===== config.mk =====
export PLATFORM = sky130hd
export DESIGN_NAME = key_click_decoder
export DESIGN_NICKNAME = d
export VERILOG_FILES = /design/src/rtl/key_click_decoder.sv
export SDC_FILE = /design/constraint.sdc
export NUM_CORES = 1
export LEC_CHECK = 0
export ABC_AREA = 1
export BUFFER_PORTS_ARGS = -buffer_cell sky130_fd_sc_hd__buf_2
export CORE_MARGIN = 3
export CORE_UTILIZATION = 30
export DETAILED_ROUTE_END_ITERATION = 7
export PLACE_DENSITY_LB_ADDON = 0.1
export SETUP_SLACK_MARGIN = 0.1
export SLEW_MARGIN = 20
export SYNTH_ARGS = -nofsm -noshare
export SYNTH_HDL_FRONTEND = slang
export SYNTH_SLANG_ARGS = --single-unit
export TNS_END_PERCENT = 30

===== constraint.sdc =====
create_clock -name i_clk -period 1.9 [get_ports i_clk]
set_input_delay 0.095 -clock i_clk [delete_from_list [all_inputs] [get_ports i_clk]]
set_output_delay 0.095 -clock i_clk [all_outputs]
set_load 0.02 [all_outputs]

===== src/rtl/key_click_decoder.sv =====
// rtl/key_click_decoder.sv - groups debounced key presses into click bursts and reports the count
module key_click_decoder #(
    parameter int WINDOW_CYCLES = 15_000_000,
    parameter int CNT_W         = 24,
    parameter int CLICK_W       = 3
) (
    input  logic               i_clk,
    input  logic               i_rst_n,
    input  logic               i_key_n,
    input  logic               i_clr,
    output logic               o_click_valid,
    output logic [CLICK_W-1:0] o_click_cnt,
    output logic               o_click_sat,
    output logic               o_busy
);

    typedef enum logic {
        S_IDLE,
        S_COLLECT
    } state_t;

    localparam logic [CNT_W-1:0]   TIMER_LAST = CNT_W'(WINDOW_CYCLES - 1);
    localparam logic [CLICK_W-1:0] CLICK_MAX  = '1;

    state_t               state_q, state_d;
    logic                 key_prev_q, key_prev_d;
    logic [CNT_W-1:0]     timer_q, timer_d;
    logic [CLICK_W-1:0]   clicks_q, clicks_d;
    logic                 sat_q, sat_d;
    logic                 click_valid_q, click_valid_d;
    logic [CLICK_W-1:0]   click_cnt_q, click_cnt_d;
    logic                 click_sat_q, click_sat_d;
    logic                 busy_q, busy_d;
    logic                 press;

    // A press is the first cycle the strobe is seen low; holding it low adds nothing.
    assign press = key_prev_q & ~i_key_n;

    // Next-state logic: collect presses until the window expires, then report once.
    always_comb begin
        state_d       = state_q;
        key_prev_d    = i_key_n;
        timer_d       = timer_q;
        clicks_d      = clicks_q;
        sat_d         = sat_q;
        click_valid_d = 1'b0;
        click_cnt_d   = click_cnt_q;
        click_sat_d   = click_sat_q;
        case (state_q)
            S_IDLE: begin
                if (press) begin
                    state_d  = S_COLLECT;
                    clicks_d = CLICK_W'(1);
                    sat_d    = 1'b0;
                    timer_d  = '0;
                end
            end
            S_COLLECT: begin
                if (i_clr) begin
                    state_d  = S_IDLE;
                    clicks_d = '0;
                end else if (press) begin
                    // A press on the expiry edge still wins and restarts the window.
                    timer_d = '0;
                    if (clicks_q == CLICK_MAX) begin
                        sat_d = 1'b1;
                    end else begin
                        clicks_d = clicks_q + CLICK_W'(1);
                    end
                end else if (timer_q == TIMER_LAST) begin
                    state_d       = S_IDLE;
                    click_valid_d = 1'b1;
                    click_cnt_d   = clicks_q;
                    click_sat_d   = sat_q;
                end else begin
                    timer_d = timer_q + CNT_W'(1);
                end
            end
            default: begin
                state_d = S_IDLE;
            end
        endcase
        busy_d = (state_d == S_COLLECT);
    end

    // State and output registers, cleared asynchronously.
    always_ff @(posedge i_clk or negedge i_rst_n) begin
        if (!i_rst_n) begin
            state_q       <= S_IDLE;
            key_prev_q    <= 1'b1;
            timer_q       <= '0;
            clicks_q      <= '0;
            sat_q         <= 1'b0;
            click_valid_q <= 1'b0;
            click_cnt_q   <= '0;
            click_sat_q   <= 1'b0;
            busy_q        <= 1'b0;
        end else begin
            state_q       <= state_d;
            key_prev_q    <= key_prev_d;
            timer_q       <= timer_d;
            clicks_q      <= clicks_d;
            sat_q         <= sat_d;
            click_valid_q <= click_valid_d;
            click_cnt_q   <= click_cnt_d;
            click_sat_q   <= click_sat_d;
            busy_q        <= busy_d;
        end
    end

    assign o_click_valid = click_valid_q;
    assign o_click_cnt   = click_cnt_q;
    assign o_click_sat   = click_sat_q;
    assign o_busy        = busy_q;

endmodule


* Word level (Yosys, flattened, before mapping) *
Cells that the tools add are included.

storage, ports and cells
  register bits after elaboration = 35
  bits of input ports = 4
  word-level logic and storage cells = 52

cells by class
  add/sub/neg operators = 2
  eq/ne operators = 9
  mux-type cells = 24
  bitwise logic cells = 5
  reductions and logical operators = 4

operators with widths
  operator                                                         count
  24-bit two-way mux                                               4
  24-bit one-hot mux with 2 select lines                           1
  24-bit by 1-bit adder with 24-bit output, second input constant  1
  24-bit == test, second input constant                            1
  1-bit two-way mux                                                12
  3-bit two-way mux                                                4
  4-bit AND reduction                                              2
  3-bit != test, second input constant                             2
  3-bit one-hot mux with 2 select lines                            1
  3-bit AND reduction                                              2
  2-bit by 1-bit != test with 1-bit output, second input constant  2
  2-bit != test, second input constant                             2
  1-bit NOT                                                        4
  1-bit one-hot mux with 2 select lines                            2
  3-bit by 1-bit adder with 3-bit output, second input constant    1
  3-bit == test, second input constant                             1
  3-bit by 2-bit != test with 1-bit output, second input constant  1
  1-bit bitwise AND                                                1

* Logic depth before layout (Yosys ltp) *
Gate-level depths: netlist of run 1.

  depth in word-level cells = 5
  mapped depth = 11
  mapped depth without buffers = 10

* Least setup slack after synthesis of run 1 *
Ideal clock, no wire load.

  path kind = register to register
  start = reg timer_q[1]
  end = reg timer_q[5]
  setup time = 0.121 ns
  arrival time = 1.502 ns
  required time = 1.779 ns
  setup slack = 0.277 ns
  cell stages (with the launch flop) = 11
  buffers on the path = 2
  clock period less this slack = 1.623 ns
  cells stage by stage = dfrtp_1 ha_1 nand2_2 nor2_4 nand2_2 nor2_4 nand3_4 nand2_4 buf_6 buf_12 o21ai_1

between the ends
  longest elaborated chain between the ends = 5
  elaborated cells between the ends (all ways) = 8

RTL lines
  element                                   line  RTL
  from (decl)                               27    logic [CNT_W-1:0] timer_q, timer_d;
  from (signal assigned)                    101   timer_q <= timer_d;
  24-bit by 1-bit adder with 24-bit output  76    timer_d = timer_q + CNT_W'(1);
  24-bit two-way mux                        70    end else if (timer_q == TIMER_LAST) begin
  24-bit two-way mux                        62    end else if (press) begin
  24-bit two-way mux                        59    if (i_clr) begin
  24-bit one-hot mux with 2 select lines    49    case (state_q)

Several ways; a longest one is shown, not always the timed one. The select of a mux whose other input is x is not followed.
A chain may end at the register's enable or synchronous reset.

* Worst setup path in the final report of run 1 *
  start = reg key_prev_q
  end = reg timer_q[12]

between the ends
  longest elaborated chain between the ends = 4
  elaborated cells between the ends (all ways) = 7

RTL lines
  element                                 line  RTL
  from (decl)                             26    logic key_prev_q, key_prev_d;
  from (signal assigned)                  100   key_prev_q <= key_prev_d;
  1-bit bitwise AND (*)                   37    assign press = key_prev_q & ~i_key_n;
  24-bit two-way mux                      62
  24-bit two-way mux                      59
  24-bit one-hot mux with 2 select lines  49

Every way passes the cells marked *; elsewhere a longest branch is shown, timed or not. The select of a mux whose other input is x is not followed.

==> results of run 1 <==
[through the flow]
step                      TNS (ps)  power [mW]  setup slack [ps]  cell area [µm²]  hold slack (ps)
after CTS                        0        1.74               143             2830              188
after detailed placement     -51.3       0.996             -17.4             2670              186
after global routing             0        1.80              62.8             2840              223
final                            0        1.71               221             2840              197
after global placement       -43.1       0.996             -22.2             2670              178
after floorplan                  0       0.918               277             2400             -201
[Yosys cell counts (2+ instances only)]
library cell / instances / area (µm²)
inv_2: 6 / 22.5
clkbuf_1: 3 / 11.3
o21ai_1: 4 / 20.0
inv_1: 40 / 150
nor2_1: 39 / 146
and2_1: 2 / 12.5
dfrtp_1: 34 / 851
nor2_4: 3 / 33.8
o21bai_1: 4 / 30.0
nor3_1: 3 / 15.0
o21ai_0: 14 / 70.1
nor4_1: 3 / 18.8
ha_1: 3 / 37.5
nand3_1: 33 / 165
nand4_1: 28 / 175
nor2_2: 5 / 31.3
nand2_2: 10 / 62.6
nand2_1: 107 / 402
[kinds of logic (layout without fill, tap and decap cells)]
kind of cell / after synthesis / after routing
simple gates: 238 / 238
xor+xnor: 1 / 1
flops: 35 / 35
buf+inv: 54 / 84
compound gates: 24 / 24
fa+ha+maj: 3 / 3
[worst min-delay path: stages]
cell and delay (ps):
buf_2 160, nor2_4 80, inv_2 70, nor4_1 50
[timing repair]
action / in CTS / in global routing
cloned: 0 / 0
buffers inserted: 1 / 1
setup endpoints to repair: 16 / 22
endpoints found under the hold margin: 35 / 0
pin swaps: 1 / 3
resized for setup: 3 / 7
hold buffers: 2 / 0
[per-layer routing]
layer	vias to the layer above	global-route usage, %	part of all wire [%]	wire length, µm
met5	-	0	0	0
li1	1216	-	-	-
met1	1054	24.2	52	3650
met2	23	27.5	45	3130
met4	0	3.20	0.69	48
met3	4	2.53	2.1	147
[layout by cell type, fill, tap and decap left out, types with 7 or more instances in the layout]
cell / count
nor2_1: 37
inv_2: 7
buf_2: 9
nand2_2: 10
nand4_1: 28
nand3_1: 33
inv_1: 39
o21ai_0: 14
buf_4: 16
dfrtp_1: 29
nor2_2: 7
nand2_1: 107
[flip-flops by register name, indices dropped and copies added, names as in the netlist]
name and count:
o_busy 1, o_click_sat 1, o_click_valid 1, timer_q 24, sat_q 1, key_prev_q 1, o_click_cnt 3, clicks_q 3
[final cells by class]
class,instances,area [µm²],share of cell area [%]
Clock buffer,6,82.6,2.91
Clock inverter,2,35.0,1.23
Inverter,47,176,6.21
Multi-Input combinational cell,266,1310,46.1
Sequential cell,35,883,31.1
Tap cell,102,128,4.49
Timing Repair Buffer,29,225,7.93
[where the power goes]
part / switching [mW] / total, mW / leakage (nW) / internal [mW]
Combinational: 0.133 / 0.202 / 0.789 / 0.0683
Sequential: 0.0247 / 0.791 / 0.472 / 0.767
Clock: 0.294 / 0.719 / 0.0612 / 0.425
[final timing paths]
kind                                 from             end  slack, ps  cells after the start
max                            key_prev_q     timer_q[12]        220                      7
min                                 i_clr   o_click_valid        200                      4
max reg2reg                    key_prev_q     timer_q[12]        220                      7
min reg2reg                o_click_cnt[2]  o_click_cnt[2]        470                      2
max in group asynchronous         i_rst_n      timer_q[1]       1150                      3
min in group asynchronous         i_rst_n     timer_q[23]        380                      3
==> results by group, run 1 <==
CTS
  – Clock slew seen by the registers of the worst setup and hold paths: 80 ps
  – CTS Buf Count: 5
  – Maximum root-to-sink buffer count: 2
  – Clock tree root driver cell: clkbuf_8
  – Count of clock tree sinks: 35
  – CTS H-tree depth: 2
  – TritonCTS clock tree: done
  – Worst-Skew Late Latency: 290 ps

STA
  – Min Tclk post-route: 1680 ps
  – Worst-margin pin slew: 490 ps
  – Clk_skew: 5.39 ps
  – RSZ-0062 raised after global routing: yes
  – Number of setup violations in the final report: 0
  – Worst slew margin relative to its limit: 67.3%
  – Final period utilization: 88.4%
  – Final hold vios: 0
  – Total count of max-transition violations in the final report: 0
  – Peak clock frequency supported by timing: 596 MHz

GRT
  – Remaining global-route overflow: 0
  – Vias in the first global route: 2253
  – Global-route usage over all layers: 17.0%
  – Pin count of the biggest net entering global routing: 36
  – Initial antenna violation count: 0
  – Global-route wire length before repair: 11900 µm

Final layout
  – Antenna Diode Count: 0
  – Net count reported at finish: 391
  – Number of standard cells in the layout, taps in and fillers out: 487
  – Share of cells above drive strength 1: 18.7%
  – Final standard cell utilization of the core: 36.6%
  – Area growth from synthesis to layout: 18.3%
  – Fill cell instance count of the final layout: 850

Setup path
  – Data required time of the worst path: 2100 ps
  – Crit path arrival time: 1880 ps
  – Kind of critical path: reg2reg
  – Cells traversed along the worst timing path: inv_1 > nor2_2 > nand2_1 > nand2_2 > nand2_4 > buf_12 > o21ai_0
  – Kind of end point of the critical path: register
  – Critical path buffer and inverter count: 2
  – CP Max Fanout: 14
  – Family of cells with the greatest summed delay on the critical path: simple AND/OR/NAND/NOR gates
  – Slowest stage delay, CP: 520 ps
  – Launching element type of the critical path: register
  – Highest-delay cell along the critical path: dfstp_2

Synth
  – Syn_nets: 362
  – Synthesized area divided by synthesized cell count: 6.77 µm²
  – Synth Area in XOR/XNOR: 0.365%
  – Number of synthesized register bits: 35
  – Adder and majority cell fraction of the synthesized area: 1.56%
  – Synthesized instance count: 355
  – Number of flops mapped to enable cells by yosys: 0
  – Compound-gate portion of the synthesized area: 5.62%
  – Share of synthesized area spent on multiplexers: 0%
  – FFs w/ async S/R, synth: 100%
  – Yosys cell types: 32
  – Total number of yosys warnings: 0
  – Dominant combinational cell family by area after synthesis: simple AND/OR/NAND/NOR gates
  – Simple logic cell fraction of the synthesized area: 46.3%
  – Ys flop type: dfrtp_1
  – Total standard cell area after synthesis: 0.00240 mm²
  – Sequential fraction of the synthesis area: 36.5%

Power
  – Ratio of total power to cell area: 603 mW/mm²
  – Static Leak: 1.32 nW
  – Worst voltage drop across the vdd grid: 0.000284 V

Floorplan
  – Number of core rows: 32
  – Count of boundary I/O pins: 10
  – Die Span Y: 95.5 µm
  – Die X-Extent: 95.5 µm
  – Total Die Area: 0.00912 mm²
  – Core area: 0.00777 mm²
  – Starting Density: 30.9%

Placement
  – Final HPWL DP: 5260 µm
  – Placed Instances: 475
  – RD Place Congestion: 0.809
  – Buffers added on ports: 9

Routing
  – Per-cell via count in the routed design: 4.72
  – Post-route antenna net violation count: 0
  – Post-detailed-routing wire length: 6970 µm
  – Initial DRC count: 106
  – DRC violations left: 0
  – Router iterations before antenna repair: 5
  – Total via count after detailed routing: 2297
  – Routed wire length per instance: 14.3 µm

Run
  – Reported max-cap violation count: 0

Outcome
  – Run status: finished, final reports clean

Worst hold path
  – Path category of the worst min-delay check: in2reg
(Power assumes the default switching activity.)
==> inputs of run 2 (changes only) <==
ABC_AREA = unset   (was 1)
RECOVER_POWER = 50   (was unset)
==> results by group, run 2 <==
Outcome
  – Run status: finished with violations
  – Violated checks: setup timing

Synth
  – Synth area leaders: dfrtp_1 43%, nand3_1 4.1%, nand2_1 4.0%, a21oi_1 3.3%, o21ai_0 2.8%
  – Synthesized area divided by synthesized cell count: 9.30 µm² (+37%)
  – Syn_nets: 219 (-40%)
  – FFs w/ async S/R, synth: 100% (unchanged)
  – Most frequent cell after synthesis: dfrtp_1
  – Yosys cell types: 46 (+44%)
  – Sequential fraction of the synthesis area: 44.5% (+8.0 points)
  – Post-synth top area share: 43.2% (+7.8 points)
  – Cell taking the most area after synthesis: dfrtp_1
  – Most numerous cell types in the synthesized netlist: 34 x dfrtp_1, 21 x nand2_1, 16 x nand3_1, 13 x a21oi_1, 13 x nor2_1
  – Number of flops mapped to enable cells by yosys: 0 (unchanged)
  – Synthesized instance count: 212 (-40%)
  – Ys flop type: dfrtp_1
  – Total number of yosys warnings: 0 (unchanged)
  – Number of synthesized register bits: 35 (unchanged)
  – Total standard cell area after synthesis: 0.00197 mm² (-18%)

Placement
  – Post-Place Setup Slack: -411 ps (-394 ps)
  – RD Place Congestion: 0.826 (+2.1%)
  – Buffers added on ports: 9 (unchanged)
  – Placed Instances: 335 (-29%)
  – Final HPWL DP: 4120 µm (-22%)

Routing
  – Post-route antenna net violation count: 0 (unchanged)
  – Initial DRC count: 113 (+6.6%)
  – Amount of wire on met2 after detailed routing: 2780 µm (-11%)
  – Routed wire length per instance: 17.0 µm (+18%)
  – Post-route met1 wirelength: 3040 µm (-17%)
  – Per-cell via count in the routed design: 5.49 (+16%)
  – Router iterations before antenna repair: 4 (-1)
  – Met3 routed WL: 189 µm (+29%)
  – DRC violations left: 0 (unchanged)
  – Post-detailed-routing wire length: 6060 µm (-13%)
  – Total via count after detailed routing: 1961 (-15%)
  – Highest layer used for signal routing: met4

GRT
  – Pin count of the biggest net entering global routing: 36 (unchanged)
  – Global-route wire length before repair: 10000 µm (-16%)
  – Global-route usage over all layers: 17.2% (+0.21 points)
  – Vias in the first global route: 1893 (-16%)
  – Initial antenna violation count: 0 (unchanged)
  – Remaining global-route overflow: 0 (unchanged)

CTS
  – Count of clock tree sinks: 35 (unchanged)
  – Maximum root-to-sink buffer count: 2 (unchanged)
  – Worst-Skew Late Latency: 290 ps (about the same)
  – CTS H-tree depth: 2 (unchanged)
  – Clock slew seen by the registers of the worst setup and hold paths: 80 ps (about the same)
  – CTS Buf Count: 5 (unchanged)
  – Clock tree root driver cell: clkbuf_8
  – TritonCTS clock tree: done

Final layout
  – Commonest non-fill, non-tap cell in the layout: buf_4
  – Area growth from synthesis to layout: 41.3%
  – Number of standard cells in the layout, taps in and fillers out: 357 (-27%)
  – Antenna Diode Count: 0 (unchanged)
  – Net count reported at finish: 288 (-26%)
  – Most flops, register: timer_q
  – Max reg flops: 24 (unchanged)
  – Most used cells in the layout excluding fill and tap cells: 53 x buf_4, 34 x dfrtp_1, 19 x nand2_1
  – Share of cells above drive strength 1: 35.1% (+16 points)

Power
  – Total power after layout: 2.07 mW (+21%)
  – Static Leak: 1.23 nW (-6.9%)
  – Worst voltage drop across the vdd grid: 0.000350 V (+23%)
  – Ratio of total power to cell area: 743 mW/mm² (+23%)

STA
  – Worst-margin pin slew: 906 ps (+416 ps)
  – Final setup slack of the worst path: -336 ps (-557 ps)
  – Final Hold Slack: 213 ps (+15.2 ps)
  – Min Tclk post-route: 2240 ps (+557 ps)
  – Number of setup violations in the final report: 29 (+29)
  – Final hold vios: 0 (unchanged)
  – RSZ-0062 raised after global routing: yes
  – Clk_skew: 12.9 ps (+7.54 ps)
  – Peak clock frequency supported by timing: 447 MHz (-25%)
  – Worst slew margin relative to its limit: 39.6% (-28 points)
  – Total count of max-transition violations in the final report: 0 (unchanged)
  – Final period utilization: 118% (+29 points)

Floorplan
  – Number of core rows: 28 (-13%)
  – Die Span Y: 87.1 µm (-8.8%)
  – Core area: 0.00613 mm² (-21%)
  – Total Die Area: 0.00758 mm² (-17%)
  – Count of boundary I/O pins: 10 (unchanged)
  – Starting Density: 32.1% (+1.2 points)
  – Die X-Extent: 87.1 µm (-8.8%)

Setup path
  – Data required time of the worst path: 2070 ps (-30 ps)
  – Kind of critical path: reg2reg
  – CP Max Fanout: 4 (-10)
  – Internal reg-to-reg setup slack: -340 ps (-560 ps)
  – Crit path arrival time: 2410 ps (+530 ps)
  – Launching element type of the critical path: register
  – Kind of end point of the critical path: register

Run
  – Reported max-cap violation count: 0 (unchanged)

Worst hold path
  – Path category of the worst min-delay check: in2reg
run 2: final cells by class:
| cell class | count | area, µm² |
|---|---|---|
| well taps | 75 | 93.8 |
| clock inverters | 2 | 35.0 |
| inverters | 6 | 25.0 |
| repair buffers | 71 | 534 |
| flip-flops and latches | 35 | 877 |
| fillers | 607 | 3350 |
| clock buffers | 6 | 82.6 |
| multi-input cells | 162 | 1140 |
run 2: final timing paths:
path / from / to / cells past startpoint
setup / recovery: timer_q[20] / timer_q[22] / 7
hold / removal: i_clr / timer_q[2] / 3
setup reg to reg: timer_q[20] / timer_q[22] / 7
hold reg to reg: o_click_cnt[2] / o_click_cnt[2] / 1
max in group asynchronous: i_rst_n / timer_q[18] / 2
min in group asynchronous: i_rst_n / timer_q[4] / 2
run 2: cell families after synthesis:
| kind of cell | after synthesis | synth area share [%] |
|---|---|---|
| flops | 35 | 44.5 |
| compound gates | 62 | 21.6 |
| buf+inv | 15 | 3.11 |
| mux | 6 | 3.30 |
| simple gates | 91 | 25.6 |
| fa+ha+maj | 3 | 1.90 |
run 2: per-layer routing:
layer	track usage (%)	vias up
li1	-	953
met1	25.1	962
met2	25.9	42
met3	3.31	4
met4	4.53	0
met5	0	-
run 2: timing repair:
item,4_1_cts,5_1_grt
setup buffers,6,5
hold buffers,2,0
endpoints found under the hold margin,35,0
setup endpoints to repair,29,29
resized for setup,16,23
pin swaps,9,12
gates cloned,1,0
run 2: critical path, cell delays in order (launching register included):
cell	delay, ps
dfrtp_1	380
or4bb_1	550
buf_4	180
nor4_4	260
buf_4	170
a21o_1	190
nor2_1	100
a221o_1	300
run 2: power by group:
part,total (mW),internal (mW),switching (mW),leakage (nW)
clock network,0.709,0.425,0.284,0.0612
registers,0.832,0.792,0.0400,0.479
logic,0.528,0.247,0.281,0.691
total,2.07,1.46,0.605,1.23
run 2: stage by stage:
stage	setup TNS [ps]	area (µm²)	util [%]
after floorplan	-2950	1970	-
after global placement	-7740	2430	39.7
after detailed placement	-7310	2430	39.7
after CTS	-5380	2680	43.7
after global routing	-8970	2790	45.4
final	-6570	2790	45.4
==> inputs of run 3 (changes only) <==
CORE_ASPECT_RATIO = 0.5   (was unset)
==> results by group, run 3 (same netlist as run 2, synthesis figures left out) <==
Outcome
  – Run status: finished with violations
  – Violated checks: setup timing

Setup path
  – Launching element type of the critical path: register
  – Kind of critical path: reg2reg
  – Source of the worst register-to-register timing path: timer_q[17]
  – RR Endpoint: timer_q[7]
  – Internal reg-to-reg setup slack: -290 ps (+50 ps)
  – Crit path arrival time: 2350 ps (-60 ps)
  – CP Max Fanout: 4 (unchanged)
  – Data required time of the worst path: 2060 ps (about the same)
  – Kind of end point of the critical path: register
  – Length in cells of the worst reg-to-reg path: 7 (unchanged)

STA
  – Final period utilization: 115% (-2.5 points)
  – Peak clock frequency supported by timing: 457 MHz (+2.2%)
  – Worst slew margin relative to its limit: 39.0% (-0.65 points)
  – Final setup slack of the worst path: -289 ps (+47.6 ps)
  – Total Negative Setup Slacks: -5350 ps (+1230 ps)
  – Number of setup violations in the final report: 28 (-3.4%)
  – Final hold vios: 0 (unchanged)
  – Total count of max-transition violations in the final report: 0 (unchanged)
  – Worst-margin pin slew: 915 ps (+9.79 ps)
  – Min Tclk post-route: 2190 ps (-47.6 ps)
  – Clk_skew: 3.89 ps (-9.03 ps)
  – RSZ-0062 raised after global routing: yes

Routing
  – Per-cell via count in the routed design: 5.31 (-3.4%)
  – Post-route antenna net violation count: 0 (unchanged)
  – Routed wire length per instance: 16.3 µm (-4.0%)
  – Initial DRC count: 146 (+29%)
  – DRC violations left: 0 (unchanged)
  – Router iterations before antenna repair: 4 (unchanged)
  – Total via count after detailed routing: 1953 (-0.41%)
  – Post-detailed-routing wire length: 5990 µm (-1.1%)

Run
  – Reported max-cap violation count: 0 (unchanged)

Floorplan
  – Die X-Extent: 121 µm (+39%)
  – Total Die Area: 0.00764 mm² (+0.78%)
  – Number of core rows: 20 (-29%)
  – Starting Density: 31.8% (-0.39 points)
  – Die Span Y: 63.3 µm (-27%)
  – Count of boundary I/O pins: 10 (unchanged)
  – Core area: 0.00621 mm² (+1.2%)

GRT
  – Global-route usage over all layers: 17.1% (-0.070 points)
  – Global-route wire length before repair: 9980 µm (-0.48%)
  – Initial antenna violation count: 0 (unchanged)
  – Pin count of the biggest net entering global routing: 36 (unchanged)
  – Remaining global-route overflow: 0 (unchanged)
  – Vias in the first global route: 1913 (+1.1%)

Final layout
  – Commonest non-fill, non-tap cell in the layout: buf_4
  – Most used cells in the layout excluding fill and tap cells: 55 x buf_4, 34 x dfrtp_1, 21 x nand2_1
  – Area of the multi-input gates: 0.00109 mm² (-4.3%)
  – Antenna Diode Count: 0 (unchanged)
  – Max reg flops: 24 (unchanged)
  – Area growth from synthesis to layout: 40.0%
  – Share of cells above drive strength 1: 30.7% (-4.4 points)
  – Final standard cell utilization of the core: 44.5% (-0.97 points)
  – Fill cell instance count of the final layout: 637 (+4.9%)
  – Net count reported at finish: 286 (-0.69%)
  – Most flops, register: timer_q
  – FF/Latch Area: 877 µm² (unchanged)

CTS
  – Clock tree root driver cell: clkbuf_16
  – CTS H-tree depth: 2 (unchanged)
  – Maximum root-to-sink buffer count: 2 (unchanged)
  – Count of clock tree sinks: 35 (unchanged)
  – Worst-Skew Late Latency: 280 ps (about the same)
  – TritonCTS clock tree: done
  – Clock slew seen by the registers of the worst setup and hold paths: 50 ps (-30 ps)
  – CTS Buf Count: 5 (unchanged)

Worst hold path
  – Endpoint of the worst hold path: timer_q[2]
  – Path category of the worst min-delay check: in2reg
  – Hold Path Stages: 3 (unchanged)
  – Min-delay src: i_clr

Placement
  – Final HPWL DP: 4520 µm (+9.7%)
  – Buffers added on ports: 9 (unchanged)
  – RD Place Congestion: 0.819 (-0.86%)

Power
  – Static Leak: 1.21 nW (-1.8%)
  – Ratio of total power to cell area: 770 mW/mm² (+3.7%)
  – Worst voltage drop across the vdd grid: 0.000399 V (+14%)
## run 3: cell count changes in the layout (fill, tap and decap cells not counted), moves of 3 or more
cell       delta
buf_6         -4
o21ai_2       -5
clkbuf_16     +5
clkbuf_8      -4
o21ai_0       +3
## run 3: what timing repair did
action                                 in CTS  in global routing
gates resized for setup                     9                  9
setup endpoints to repair                  29                 29
endpoints found under the hold margin      35                  0
hold buffers                                2                  0
buffers inserted                            2                  0
pin swaps                                   7                  7
## run 3: how the worst max path moves through the flow
stage,from,end,slack [ps],depth (start not counted)
2_1_floorplan,timer_q[17],o_click_cnt[0],-360,4
3_3_place_gp,timer_q[17],o_click_cnt[1],-360,4
4_1_cts,timer_q[16],timer_q[7],-270,7
6_report,timer_q[17],timer_q[7],-290,7
5_1_grt,timer_q[17],o_click_sat,-350,5
3_5_place_dp,timer_q[17],o_click_sat,-400,4
## run 3: layout make-up
type	count	share of cell area [%]
clock buffers	8	5.67
inverters	6	0.816
multi-input cells	162	39.5
flip-flops and latches	35	31.8
well taps	88	3.99
repair buffers	69	18.3
## run 3: per-stage QoR
stage | total power [mW] | std cells | setup WS (ps) | area (µm²) | hold slack (ps)
floorplan | 1.03 | 212 | -365 | 1970 | -201
global placement | 1.25 | 356 | -362 | 2510 | 219
detailed placement | 1.26 | 356 | -397 | 2510 | 222
CTS | 2.15 | 368 | -268 | 2730 | 221
global route | 2.24 | 368 | -347 | 2760 | 268
finish | 2.13 | 368 | -289 | 2760 | 222
## run 3: worst max-delay path, stage by stage (launching register included)
cell and delay, ps:
dfrtp_1 380, or4b_4 540, or4_4 520, buf_4 160
o21ai_4 130, buf_4 160, or4_1 110, a21oi_1 50
## run 3: metal layers
layer | wire (µm) | global-route usage, % | share of wire [%] | vias up
met4 | 77 | 5.93 | 1.3 | 0
met2 | 2480 | 24.8 | 41 | 34
li1 | - | - | - | 957
met1 | 3210 | 24.3 | 54 | 957
met3 | 230 | 5.02 | 3.8 | 5
met5 | 0 | 0 | 0 | -
## run 3: power by group
| group | leakage, nW | internal (mW) | switching (mW) |
|---|---|---|---|
| registers | 0.479 | 0.793 | 0.0454 |
| clock network | 0.0772 | 0.558 | 0.306 |
| logic | 0.653 | 0.186 | 0.237 |
